--- src/rtl/cordic_job_arbiter_if.sv ---
// cordic_job_arbiter_if
//   Bundles the three handshakes around the shared CORDIC engine:
//   - requester side : req, req_angle, req_mode (in) / gnt (out)
//   - engine side    : eng_start, eng_angle, eng_mode (out) / eng_done, eng_x, eng_y (in)
//   - response side  : rsp_valid, rsp_id, rsp_x, rsp_y, rsp_err (out) / rsp_ready (in)
//   The master modport is the arbiter's view. The slave modport is the
//   surrounding clients and engine.
interface cordic_job_arbiter_if #(
  parameter int NREQ = 4,
  parameter int IDW  = 2
);
  logic [NREQ-1:0]    req;
  logic [NREQ*16-1:0] req_angle;
  logic [NREQ*2-1:0]  req_mode;
  logic [NREQ-1:0]    gnt;

  logic               eng_start;
  logic [15:0]        eng_angle;
  logic [1:0]         eng_mode;
  logic               eng_done;
  logic [15:0]        eng_x;
  logic [15:0]        eng_y;

  logic               rsp_valid;
  logic               rsp_ready;
  logic [IDW-1:0]     rsp_id;
  logic [15:0]        rsp_x;
  logic [15:0]        rsp_y;
  logic               rsp_err;

  modport master (
    input  req, req_angle, req_mode, eng_done, eng_x, eng_y, rsp_ready,
    output gnt, eng_start, eng_angle, eng_mode,
           rsp_valid, rsp_id, rsp_x, rsp_y, rsp_err
  );

  modport slave (
    output req, req_angle, req_mode, eng_done, eng_x, eng_y, rsp_ready,
    input  gnt, eng_start, eng_angle, eng_mode,
           rsp_valid, rsp_id, rsp_x, rsp_y, rsp_err
  );
endinterface

--- src/rtl/cordic_job_arbiter.sv ---
// cordic_job_arbiter
//   Round-robin scheduler that shares one CORDIC engine among NREQ
//   requesters. Only one job is in flight at a time. The winner's
//   angle/mode are latched at grant, issued to the engine, and the result
//   is returned tagged with the requester ID over a valid/ready port.
//
// Ports:
//   clk   : clock, rising edge
//   rst   : synchronous active-low reset
//   bus   : cordic_job_arbiter_if.master (requester, engine, response)
//   busy  : high whenever the FSM is not in IDLE
//
// Optional build macro:
//   CORDIC_ARB_WATCHDOG_EN - adds an engine watchdog. After TIMEOUT_CYC
//   WAIT cycles without eng_done, an error response is returned
//   (rsp_err=1, rsp_x=rsp_y=0). Without the macro, WAIT waits
//   indefinitely and rsp_err is tied low.
//
// state | meaning
// ------+------------------------------------------------------------
// IDLE  | no job; arbitrate and grant in the same cycle
// ISSUE | eng_start pulse, watchdog cleared
// WAIT  | engine running; waiting for eng_done (or watchdog expiry)
// RESP  | rsp_valid held with stable payload until rsp_ready
module cordic_job_arbiter #(
  parameter int NREQ        = 4,
  parameter int IDW         = 2,
  parameter int TIMEOUT_CYC = 32
) (
  input  logic                  clk,
  input  logic                  rst,
  cordic_job_arbiter_if.master  bus,
  output logic                  busy
);

  localparam int IW = IDW + 1;

  typedef enum logic [1:0] {
    S_IDLE  = 2'd0,
    S_ISSUE = 2'd1,
    S_WAIT  = 2'd2,
    S_RESP  = 2'd3
  } state_t;

  state_t          state_q, state_d;
  logic [IDW-1:0]  rr_ptr_q, rr_ptr_d;
  logic [IDW-1:0]  id_q, id_d;
  logic [15:0]     angle_q, angle_d;
  logic [1:0]      mode_q, mode_d;
  logic [15:0]     x_q, x_d;
  logic [15:0]     y_q, y_d;
  logic            busy_q;
  logic [NREQ-1:0] gnt_d;

  logic            found;
  logic [IDW-1:0]  win;
  logic [IW-1:0]   idx;

`ifdef CORDIC_ARB_WATCHDOG_EN
  localparam int WDW = $clog2(TIMEOUT_CYC + 1);
  logic [WDW-1:0]  wd_q, wd_d;
  logic            err_q, err_d;
`endif

  // Round-robin pick: first asserted request at or after rr_ptr, wrapping.
  // rr_ptr and k are both below NREQ, so one conditional subtract is enough
  // to wrap modulo NREQ.
  always_comb begin
    found = 1'b0;
    win   = '0;
    idx   = '0;
    for (int k = 0; k < NREQ; k++) begin
      idx = {1'b0, rr_ptr_q} + IW'(k);
      if (idx >= IW'(NREQ)) begin
        idx = idx - IW'(NREQ);
      end
      if (!found && bus.req[idx[IDW-1:0]]) begin
        found = 1'b1;
        win   = idx[IDW-1:0];
      end
    end
  end

  always_comb begin
    state_d  = state_q;
    rr_ptr_d = rr_ptr_q;
    id_d     = id_q;
    angle_d  = angle_q;
    mode_d   = mode_q;
    x_d      = x_q;
    y_d      = y_q;
    gnt_d    = '0;
`ifdef CORDIC_ARB_WATCHDOG_EN
    wd_d     = wd_q;
    err_d    = err_q;
`endif
    case (state_q)
      S_IDLE: begin
        if (found) begin
          gnt_d[win] = 1'b1;
          id_d       = win;
          angle_d    = bus.req_angle[int'(win)*16 +: 16];
          mode_d     = bus.req_mode[int'(win)*2 +: 2];
          state_d    = S_ISSUE;
        end
      end
      S_ISSUE: begin
`ifdef CORDIC_ARB_WATCHDOG_EN
        wd_d = '0;
`endif
        state_d = S_WAIT;
      end
      S_WAIT: begin
`ifdef CORDIC_ARB_WATCHDOG_EN
        wd_d = wd_q + 1'b1;
`endif
        if (bus.eng_done) begin
          x_d     = bus.eng_x;
          y_d     = bus.eng_y;
`ifdef CORDIC_ARB_WATCHDOG_EN
          err_d   = 1'b0;
`endif
          state_d = S_RESP;
        end
`ifdef CORDIC_ARB_WATCHDOG_EN
        else if (wd_d == WDW'(TIMEOUT_CYC)) begin
          x_d     = '0;
          y_d     = '0;
          err_d   = 1'b1;
          state_d = S_RESP;
        end
`endif
      end
      S_RESP: begin
        if (bus.rsp_ready) begin
          // Just-served requester drops to lowest priority.
          rr_ptr_d = (id_q == IDW'(NREQ - 1)) ? '0 : id_q + 1'b1;
          state_d  = S_IDLE;
        end
      end
      default: state_d = S_IDLE;
    endcase
  end

  always_ff @(posedge clk) begin
    if (!rst) begin
      state_q  <= S_IDLE;
      rr_ptr_q <= '0;
      id_q     <= '0;
      angle_q  <= '0;
      mode_q   <= '0;
      x_q      <= '0;
      y_q      <= '0;
      busy_q   <= 1'b0;
`ifdef CORDIC_ARB_WATCHDOG_EN
      wd_q     <= '0;
      err_q    <= 1'b0;
`endif
    end else begin
      state_q  <= state_d;
      rr_ptr_q <= rr_ptr_d;
      id_q     <= id_d;
      angle_q  <= angle_d;
      mode_q   <= mode_d;
      x_q      <= x_d;
      y_q      <= y_d;
      busy_q   <= (state_d != S_IDLE);
`ifdef CORDIC_ARB_WATCHDOG_EN
      wd_q     <= wd_d;
      err_q    <= err_d;
`endif
    end
  end

  // Grant is decided combinationally in IDLE. It is masked during reset so
  // that no requester treats a reset cycle as a grant.
  assign bus.gnt       = rst ? gnt_d : '0;
  assign bus.eng_start = (state_q == S_ISSUE);
  assign bus.eng_angle = angle_q;
  assign bus.eng_mode  = mode_q;
  assign bus.rsp_valid = (state_q == S_RESP);
  assign bus.rsp_id    = id_q;
  assign bus.rsp_x     = x_q;
  assign bus.rsp_y     = y_q;
`ifdef CORDIC_ARB_WATCHDOG_EN
  assign bus.rsp_err   = err_q;
`else
  assign bus.rsp_err   = 1'b0;
`endif
  assign busy          = busy_q;

endmodule

--- src/flat_wrapper.sv ---
// flat-port wrapper written by rule: the top's interface ports become plain ports
module cordic_job_arbiter_flat 
#(
  parameter int NREQ        = 4,
  parameter int IDW         = 2,
  parameter int TIMEOUT_CYC = 32
)
  (clk, rst, busy, bus_req, bus_req_angle, bus_req_mode, bus_eng_done, bus_eng_x, bus_eng_y, bus_rsp_ready, bus_gnt, bus_eng_start, bus_eng_angle, bus_eng_mode, bus_rsp_valid, bus_rsp_id, bus_rsp_x, bus_rsp_y, bus_rsp_err);
  cordic_job_arbiter_if #(.NREQ(NREQ), .IDW(IDW)) bus_i ();
  input  logic clk;
  input  logic rst;
  output logic busy;
  input wire logic [$bits(bus_i.req)-1:0] bus_req;
  input wire logic [$bits(bus_i.req_angle)-1:0] bus_req_angle;
  input wire logic [$bits(bus_i.req_mode)-1:0] bus_req_mode;
  input wire logic [$bits(bus_i.eng_done)-1:0] bus_eng_done;
  input wire logic [$bits(bus_i.eng_x)-1:0] bus_eng_x;
  input wire logic [$bits(bus_i.eng_y)-1:0] bus_eng_y;
  input wire logic [$bits(bus_i.rsp_ready)-1:0] bus_rsp_ready;
  output wire logic [$bits(bus_i.gnt)-1:0] bus_gnt;
  output wire logic [$bits(bus_i.eng_start)-1:0] bus_eng_start;
  output wire logic [$bits(bus_i.eng_angle)-1:0] bus_eng_angle;
  output wire logic [$bits(bus_i.eng_mode)-1:0] bus_eng_mode;
  output wire logic [$bits(bus_i.rsp_valid)-1:0] bus_rsp_valid;
  output wire logic [$bits(bus_i.rsp_id)-1:0] bus_rsp_id;
  output wire logic [$bits(bus_i.rsp_x)-1:0] bus_rsp_x;
  output wire logic [$bits(bus_i.rsp_y)-1:0] bus_rsp_y;
  output wire logic [$bits(bus_i.rsp_err)-1:0] bus_rsp_err;
  assign bus_i.req = bus_req;
  assign bus_i.req_angle = bus_req_angle;
  assign bus_i.req_mode = bus_req_mode;
  assign bus_i.eng_done = bus_eng_done;
  assign bus_i.eng_x = bus_eng_x;
  assign bus_i.eng_y = bus_eng_y;
  assign bus_i.rsp_ready = bus_rsp_ready;
  assign bus_gnt = bus_i.gnt;
  assign bus_eng_start = bus_i.eng_start;
  assign bus_eng_angle = bus_i.eng_angle;
  assign bus_eng_mode = bus_i.eng_mode;
  assign bus_rsp_valid = bus_i.rsp_valid;
  assign bus_rsp_id = bus_i.rsp_id;
  assign bus_rsp_x = bus_i.rsp_x;
  assign bus_rsp_y = bus_i.rsp_y;
  assign bus_rsp_err = bus_i.rsp_err;
  cordic_job_arbiter #(.NREQ(NREQ), .IDW(IDW), .TIMEOUT_CYC(TIMEOUT_CYC)) u_core (.clk(clk), .rst(rst), .bus(bus_i), .busy(busy));
endmodule
--- config.mk ---
export PLATFORM = sky130hd
export DESIGN_NAME = cordic_job_arbiter_flat
export DESIGN_NICKNAME = d
export VERILOG_FILES = /design/src/rtl/cordic_job_arbiter_if.sv /design/src/rtl/cordic_job_arbiter.sv /design/src/flat_wrapper.sv
export SDC_FILE = /design/constraint.sdc
export NUM_CORES = 1
export LEC_CHECK = 0
export BUFFER_PORTS_ARGS = -buffer_cell sky130_fd_sc_hd__buf_2
export CAP_MARGIN = 25
export CORE_MARGIN = 1
export CORE_UTILIZATION = 35
export CTS_CLUSTER_DIAMETER = 120
export CTS_CLUSTER_SIZE = 12
export DETAILED_ROUTE_END_ITERATION = 7
export PLACE_DENSITY = 0.68
export SLEW_MARGIN = 25
export SYNTH_ARGS = -nofsm -noshare
export SYNTH_HDL_FRONTEND = slang
export SYNTH_SLANG_ARGS = --single-unit
--- constraint.sdc ---
create_clock -name clk -period 2 [get_ports clk]
set_input_delay 0.1 -clock clk [delete_from_list [all_inputs] [get_ports clk]]
set_output_delay 0.1 -clock clk [all_outputs]
set_load 0.01 [all_outputs]
==> results of run 1 <==
==> cell families after synthesis <==
logic type | after synthesis | synth area share (%)
AND/OR/NAND/NOR | 164 | 25.1
other | 1 | 0.142
multiplexers | 3 | 1.13
flip-flops | 57 | 43.1
adder cells (fa/ha/maj) | 1 | 0.473
buffers and inverters | 26 | 4.30
AO/OA/AOI/OAI | 98 | 25.8
==> power breakdown <==
group / internal [W] / switching [W]
registers: 0.00122 / 0.0000516
clock network: 0.000675 / 0.000467
logic: 0.000261 / 0.000294
==> worst min-delay path, delay by kind of cell <==
family          cells  cell delay [ns]
buf+inv             1             0.10
compound gates      1             0.06
simple gates        1             0.04
==> per-stage QoR <==
step           hold WS (ns)  utilization (%)  power (W)  worst slack [ns]  area (µm²)
4_1_cts             0.00210             52.8    0.00299           0.00119        3850
3_5_place_dp          0.357             49.1    0.00183             0.106        3580
6_report            0.00876             53.2    0.00297            0.0635        3880
2_1_floorplan         0.245                -    0.00158             0.263        2650
3_3_place_gp          0.349             49.1    0.00182             0.182        3580
5_1_grt             0.00356             53.2    0.00312           -0.0146        3880
==> placed cells by master, fill, tap and decap left out, types with 2 or more instances in the layout <==
cell type,instances
nor2_1,2
clkinvlp_4,2
nand2_1,145
mux2i_1,2
dfxtp_1,53
buf_4,5
dfxtp_2,4
nor2b_1,3
dlygate4sd3_1,3
a211o_1,18
clkbuf_8,12
nor3_1,2
a21oi_1,38
buf_2,170
or2_2,2
inv_1,2
a21boi_0,34
==> worst max-delay path by stage <==
stage,from,to,slack [ns],depth (start not counted)
global placement,bus_req[2],u_core.bus.eng_angle[15],0.18,6
floorplan,u_core.rr_ptr_q[1],u_core.bus.eng_angle[11],0.26,7
CTS,u_core.rr_ptr_q[1],bus_gnt[2],0.001,6
detailed placement,u_core.rr_ptr_q[1],u_core.bus.eng_angle[6],0.11,5
global route,u_core.rr_ptr_q[0],bus_gnt[2],-0.01,6
finish,u_core.state_q[1],bus_gnt[2],0.06,6
==> flip-flops by register name, indices dropped and copies added (netlist names) <==
name,count
u_core.bus.rsp_x,16
u_core.rr_ptr_q,2
u_core.bus.rsp_y,16
u_core.bus.eng_angle,16
u_core.bus.eng_mode,2
u_core.state_q,2
u_core.busy,1
u_core.bus.rsp_id,2
==> cell type report <==
| cell class | instances | area share, % |
|---|---|---|
| multi-input combinational | 267 | 37.3 |
| tap | 99 | 3.19 |
| inverter | 2 | 0.193 |
| clock buffer | 12 | 4.26 |
| timing repair buffer | 179 | 24.2 |
| clock inverter | 4 | 1.29 |
| sequential | 57 | 29.5 |
==> layer usage <==
| layer | part of all wire [%] | track usage, % | wire (µm) | up-vias |
|---|---|---|---|---|
| li1 | - | - | - | 1498 |
| met1 | 43 | 20.6 | 3350 | 1296 |
| met2 | 45 | 31.0 | 3460 | 144 |
| met3 | 9.2 | 6.46 | 715 | 19 |
| met4 | 2.7 | 10.1 | 210 | 0 |
| met5 | 0 | 0 | 0 | - |
==> repair_timing <==
action	in CTS	in global routing
hold buffers	3	0
resized for setup	6	7
pin swaps	0	3
endpoints found under the hold margin	3	0
setup endpoints to repair	2	13
setup buffers	0	0
==> impl_metrics.csv, run 1 <==
group,metric,value,unit
status,status,"finished, final reports clean",
placed_design,hpwl,5450,µm
hold_path,holdPathEnd,"u_core.bus.rsp_x[11]",
synthesis,ys_top_cells_by_count,"nand2_1 (145), dfxtp_1 (57), a21oi_1 (38)",
hold_path,min_path_cells,3,
floorplanning,boundaryPins,172,
worst_setup_path,cp-end-kind,"primary output",
timing,setup_viol,0,
cts,cts_made_buffers,9,
synthesis,synth_top_area_cell,"dfxtp_1",
cts,cts-htree-levels,3,
worst_setup_path,critPathMaxStageDelay,0.39,ns
worst_setup_path,start_kind,"flop",
cts,cts_root_buf,"clkbuf_8",
cts,cts_tree,"built",
cts,clockBufferDepth,2,
pwr,leakage,2.02,nW
grt,grt_pass1_wl,11200,µm
routing,num_vias,2957,
synthesis,syn_avg_cell_area,7.56,µm²
routing,wl_per_cell,12.5,µm
worst_setup_path,path_cells,"nor2_4 -> and3_4 -> or3b_4 -> buf_12 -> nor2_1 -> buf_2",
timing,final.setup.tns,0,ns
synthesis,netlist.area_leader.share,43.1,%
pwr,powerDensity,765,mW/mm²
synthesis,synthArstFlopShare,0,%
worst_setup_path,slowest_stage,"or3b_4",
synthesis,syn_nets,463,
timing,slew_headroom,58.7,%
hold_path,hold_start,"bus_eng_x[11]",
worst_setup_path,reg2reg_to,"u_core.bus.eng_angle[6]",
cts,clock-sinks,57,
floorplanning,die_h,89.0,µm
timing,finalHoldViolCount,0,
timing,tightestPinTransition,0.620,ns
synthesis,synthTopCellsByArea,"dfxtp_1 (43%), nand2_1 (21%), a21boi_0 (9.9%)",
grt,grt-ovfl-total,0,
pwr,vdd_ir_drop_max,564,µV
placed_design,place_inst,601,
placed_design,place_congestion,0.775,
worst_setup_path,arrival,1.84,ns
worst_setup_path,timing.rr.start,"u_core.rr_ptr_q[1]",
worst_setup_path,rrSetupSlack,0.21,ns
routing,vias_per_cell,4.77,
grt,antenna_found_initial,0,
synthesis,syn_inst,350,
placed_design,port_buffers,170,
timing,rsz0062_at_grt,"true",
timing,slew_viol_final,0,
final_layout,area_delta_synth_final,46.6,%
synthesis,synth_cell_type_count,28,
final_layout,nFillCells,764,
synthesis,synth_ff_type,"dfxtp_1",
floorplanning,core,0.00729,mm²
cts,clock_latency,0.33,ns
final_layout,finalNonFillerCells,620,
timing,max_freq,516,MHz
timing,fin_skew,0.00563,ns
synthesis,synth_most_common_cell,"nand2_1",
worst_setup_path,critical_path.max_fanout,20,
final_layout,nets,629,
final_layout,register_area,0.00115,mm²
floorplanning,die_width,89.0,µm
worst_setup_path,reg2reg_depth,6,
floorplanning,initial_core_util,36.3,%
worst_setup_path,cp_top_family,"simple AND/OR/NAND/NOR gates",
final_layout,drive_above_1_share,40.3,%
timing,fin_crit_sh,96.8,%
grt,grt_pass1_vias,2534,
routing,dr.pass1.iters,4,
routing,drtAntennaViolNets,0,
synthesis,ys_seq_elements,57,
final_layout,multi_input_area,0.00145,mm²
grt,grt_max_degree,38,
worst_setup_path,crit_type,"flop to primary output",
hold_path,min_path_type,"input port to flop",
floorplanning,rows,31,
routing,routed_wirelength,7740,µm
worst_setup_path,cp_data_required_time,1.90,ns
synthesis,synth_edf_count,0,
synthesis,syn-cell-area,0.00265,mm²
synthesis,seq_area_frac_synth,43.1,%
grt,grt.total_usage,18.5,%
routing,drc_errors,0,
worst_setup_path,critPathBufInv,2,
cts,cts.clk_slew.worst_paths,0.07,ns
floorplanning,die_area,0.00792,mm²
synthesis,synth_warnings,0,
run,max-cap-violations,0,
final_layout,antenna_cells,0,
routing,detailedRoute.firstIterationViolations,75,
timing,fin_crit,1.94,ns
Power figures use the tool's default switching activity.
==> inputs of run 2 (changes only) <==
- ABC_AREA: not set -> 1
- CELL_PAD_IN_SITES_DETAIL_PLACEMENT: not set -> 0
- CELL_PAD_IN_SITES_GLOBAL_PLACEMENT: not set -> 1
- CORE_UTILIZATION: 35 -> 29
- PLACE_DENSITY: 0.68 -> not set
- PLACE_DENSITY_LB_ADDON: not set -> 0.1
==> run 2 against run 1 <==
Global-route usage is 0.12 points lower; power is 29% higher; critical path type unchanged; largest power group unchanged; largest cell class unchanged; highest routed layer unchanged; critical path depth is 6 higher; fmax is 0.98% lower; first-iteration DRC count is 65% higher; sequential share of layout area is 5.1 points lower; worst setup slack worse by 0.019 ns; area after synthesis is 11% higher.
==> impl_metrics.csv, run 2 <==
group,metric,value,unit
grt,grt_pass1_wl,15100,µm
worst_setup_path,crit_type,"flop to primary output",
final_layout,layout_commonest_cell,"buf_2",
cts,clock_latency,0.33,ns
synthesis,ys_top_cells_by_count,"nand2_1 (112), nor2_1 (78), nand3_1 (63)",
floorplanning,die_h,103,µm
timing,worst_slack,0.0443,ns
placed_design,place_congestion,0.802,
cts,cts_tree,"built",
placed_design,port_buffers,170,
worst_setup_path,cpMostUsedCell,"nand2_2",
routing,dr.pass1.iters,4,
routing,wl_per_cell,13.2,µm
run,max-cap-violations,0,
final_layout,drive_above_1_share,40.6,%
synthesis,seq_area_frac_synth,38.8,%
timing,rsz0062_at_grt,"true",
synthesis,netlist.area_leader.share,38.8,%
synthesis,ys_seq_elements,57,
routing,drtAntennaViolNets,0,
routing,detailedRoute.firstIterationViolations,124,
grt,grt.total_usage,18.4,%
routing,num_vias,3631,
timing,setup_viol,0,
floorplanning,rows,36,
pwr,vdd_ir_drop_max,539,µV
final_layout,antenna_cells,0,
hold_path,min_path_type,"input port to flop",
timing,slew_viol_final,0,
synthesis,synth_cell_type_count,24,
pwr,leakage,2.42,nW
cts,clockBufferDepth,2,
grt,grt_pass1_vias,3257,
timing,finalHoldViolCount,0,
floorplanning,die_width,103,µm
worst_setup_path,cp-end-kind,"primary output",
routing,vias_per_cell,4.67,
floorplanning,die_area,0.0105,mm²
synthesis,synth_edf_count,0,
synthesis,syn_nets,558,
pwr,powerDensity,814,mW/mm²
timing,fin_crit_sh,97.8,%
floorplanning,boundaryPins,172,
final_layout,finalNonFillerCells,778,
worst_setup_path,cp_top_family,"simple AND/OR/NAND/NOR gates",
synthesis,synthTopCellsByArea,"dfxtp_1 (39%), nand2_1 (14%), nand3_1 (11%)",
grt,grt_max_degree,38,
timing,fin_crit,1.96,ns
synthesis,synth_warnings,0,
grt,antenna_found_initial,0,
status,status,"finished, final reports clean",
final_layout,final_cell_mix,"buf_2 (170), nand2_1 (94), nor2_1 (73)",
floorplanning,initial_core_util,29.9,%
worst_setup_path,start_kind,"flop",
synthesis,syn_avg_cell_area,6.61,µm²
synthesis,syn-cell-area,0.00294,mm²
grt,grt-ovfl-total,0,
worst_setup_path,path_cells,"buf_6 -> nand2_2 -> nand2_1 -> nand2_2 -> nand2_2 -> nor2_4 -> nand3_4 -> nand2_4 -> nor2_4 -> nand2_2 -> nor2_2 -> buf_2",
synthesis,synth_top_area_cell,"dfxtp_1",
cts,cts.clk_slew.worst_paths,0.07,ns
synthesis,synth_ff_type,"dfxtp_1",
cts,cts-htree-levels,3,
placed_design,place_inst,731,
timing,fin_skew,0.00817,ns
cts,cts_root_buf,"clkbuf_8",
worst_setup_path,cp_data_required_time,1.90,ns
worst_setup_path,arrival,1.86,ns
placed_design,preCtsSetupSlack,-0.0303,ns
worst_setup_path,slowest_stage,"dfxtp_4",
worst_setup_path,critical_path.max_fanout,6,
routing,routed_wirelength,10300,µm
synthesis,synth_most_common_cell,"nand2_1",
synthesis,syn_inst,445,
timing,max_freq,511,MHz
cts,clock-sinks,57,
synthesis,synthArstFlopShare,0,%
final_layout,nets,753,
final_layout,area_delta_synth_final,59.5,%
routing,drc_errors,0,
placed_design,hpwl,6800,µm
floorplanning,core,0.00982,mm²
worst_setup_path,critPathBufInv,2,
cts,cts_made_buffers,9,
worst_setup_path,critPathMaxStageDelay,0.41,ns
run 2: where the power goes:
part           total (W)  switching (W)  internal [W]
registers        0.00136      0.0000788       0.00129
clock network    0.00112       0.000509      0.000611
logic            0.00133       0.000713      0.000619
run 2: worst paths after layout:
kind	startpoint	to	slack, ns	cells after the start
min reg2reg	u_core.bus.eng_angle[5]	u_core.bus.eng_angle[5]	0.45	2
max	u_core.rr_ptr_q[0]	bus_gnt[2]	0.04	12
min	bus_eng_y[4]	u_core.bus.rsp_y[4]	0.02	3
max reg2reg	u_core.rr_ptr_q[0]	u_core.bus.eng_angle[15]	0.13	14
run 2: kinds of logic after synthesis:
group | count (synthesis) | share of synthesized area, %
adders and majority gates | 1 | 0.425
AOI/OAI and AO/OA | 41 | 7.11
other | 1 | 0.128
buffers and inverters | 50 | 8.81
DFF | 57 | 38.8
and+or+nand+nor | 295 | 44.7
run 2: repair_timing:
| action | in CTS | in global routing |
|---|---|---|
| pin swaps | 2 | 20 |
| setup endpoints to repair | 8 | 4 |
| endpoints found under the hold margin | 12 | 0 |
| gates resized for setup | 26 | 36 |
| hold buffers | 12 | 0 |
| cloned | 2 | 2 |
| setup buffers | 6 | 10 |
run 2: layout make-up:
| class | count | area, µm² |
|---|---|---|
| Inverter | 16 | 77.6 |
| Clock buffer | 10 | 138 |
| Sequential cell | 57 | 1150 |
| Fill cell | 1084 | 5130 |
| Clock inverter | 6 | 66.3 |
| Multi-Input combinational cell | 338 | 1680 |
| Tap cell | 133 | 166 |
| Timing Repair Buffer | 218 | 1410 |
run 2: layer usage:
metal,vias to the layer above,global-route usage [%],share of wire (%)
li1,1875,-,-
met1,1615,22.6,44
met2,134,30.4,47
met3,7,5.15,8.1
met4,0,7.25,0.96
met5,-,0,0
run 2: worst reg2reg max path: stages, from the launching register on:
cell     delay [ns]
dfxtp_4        0.38
buf_6          0.14
nand2_2        0.05
nand2_1        0.07
nand2_2        0.08
nand2_2        0.07
nor2_4         0.16
nand3_4        0.11
buf_12         0.20
nand3_4        0.11
buf_4          0.18
nand2_1        0.06
nand3_1        0.07
nand3_1        0.08
nand2_1        0.06
run 2: metrics by stage:
stage	setup TNS, ns	instance area [µm²]	hold slack (ns)	power [W]	util (%)
2_1_floorplan	0	2940	0.252	0.00205	-
4_1_cts	-0.00345	4460	0.0000876	0.00377	45.4
3_5_place_dp	-0.0601	3940	0.355	0.00250	40.2
3_3_place_gp	0	3940	0.350	0.00249	40.2
5_1_grt	-0.291	4690	0.0161	0.00409	47.8
6_report	0	4690	0.0190	0.00382	47.8
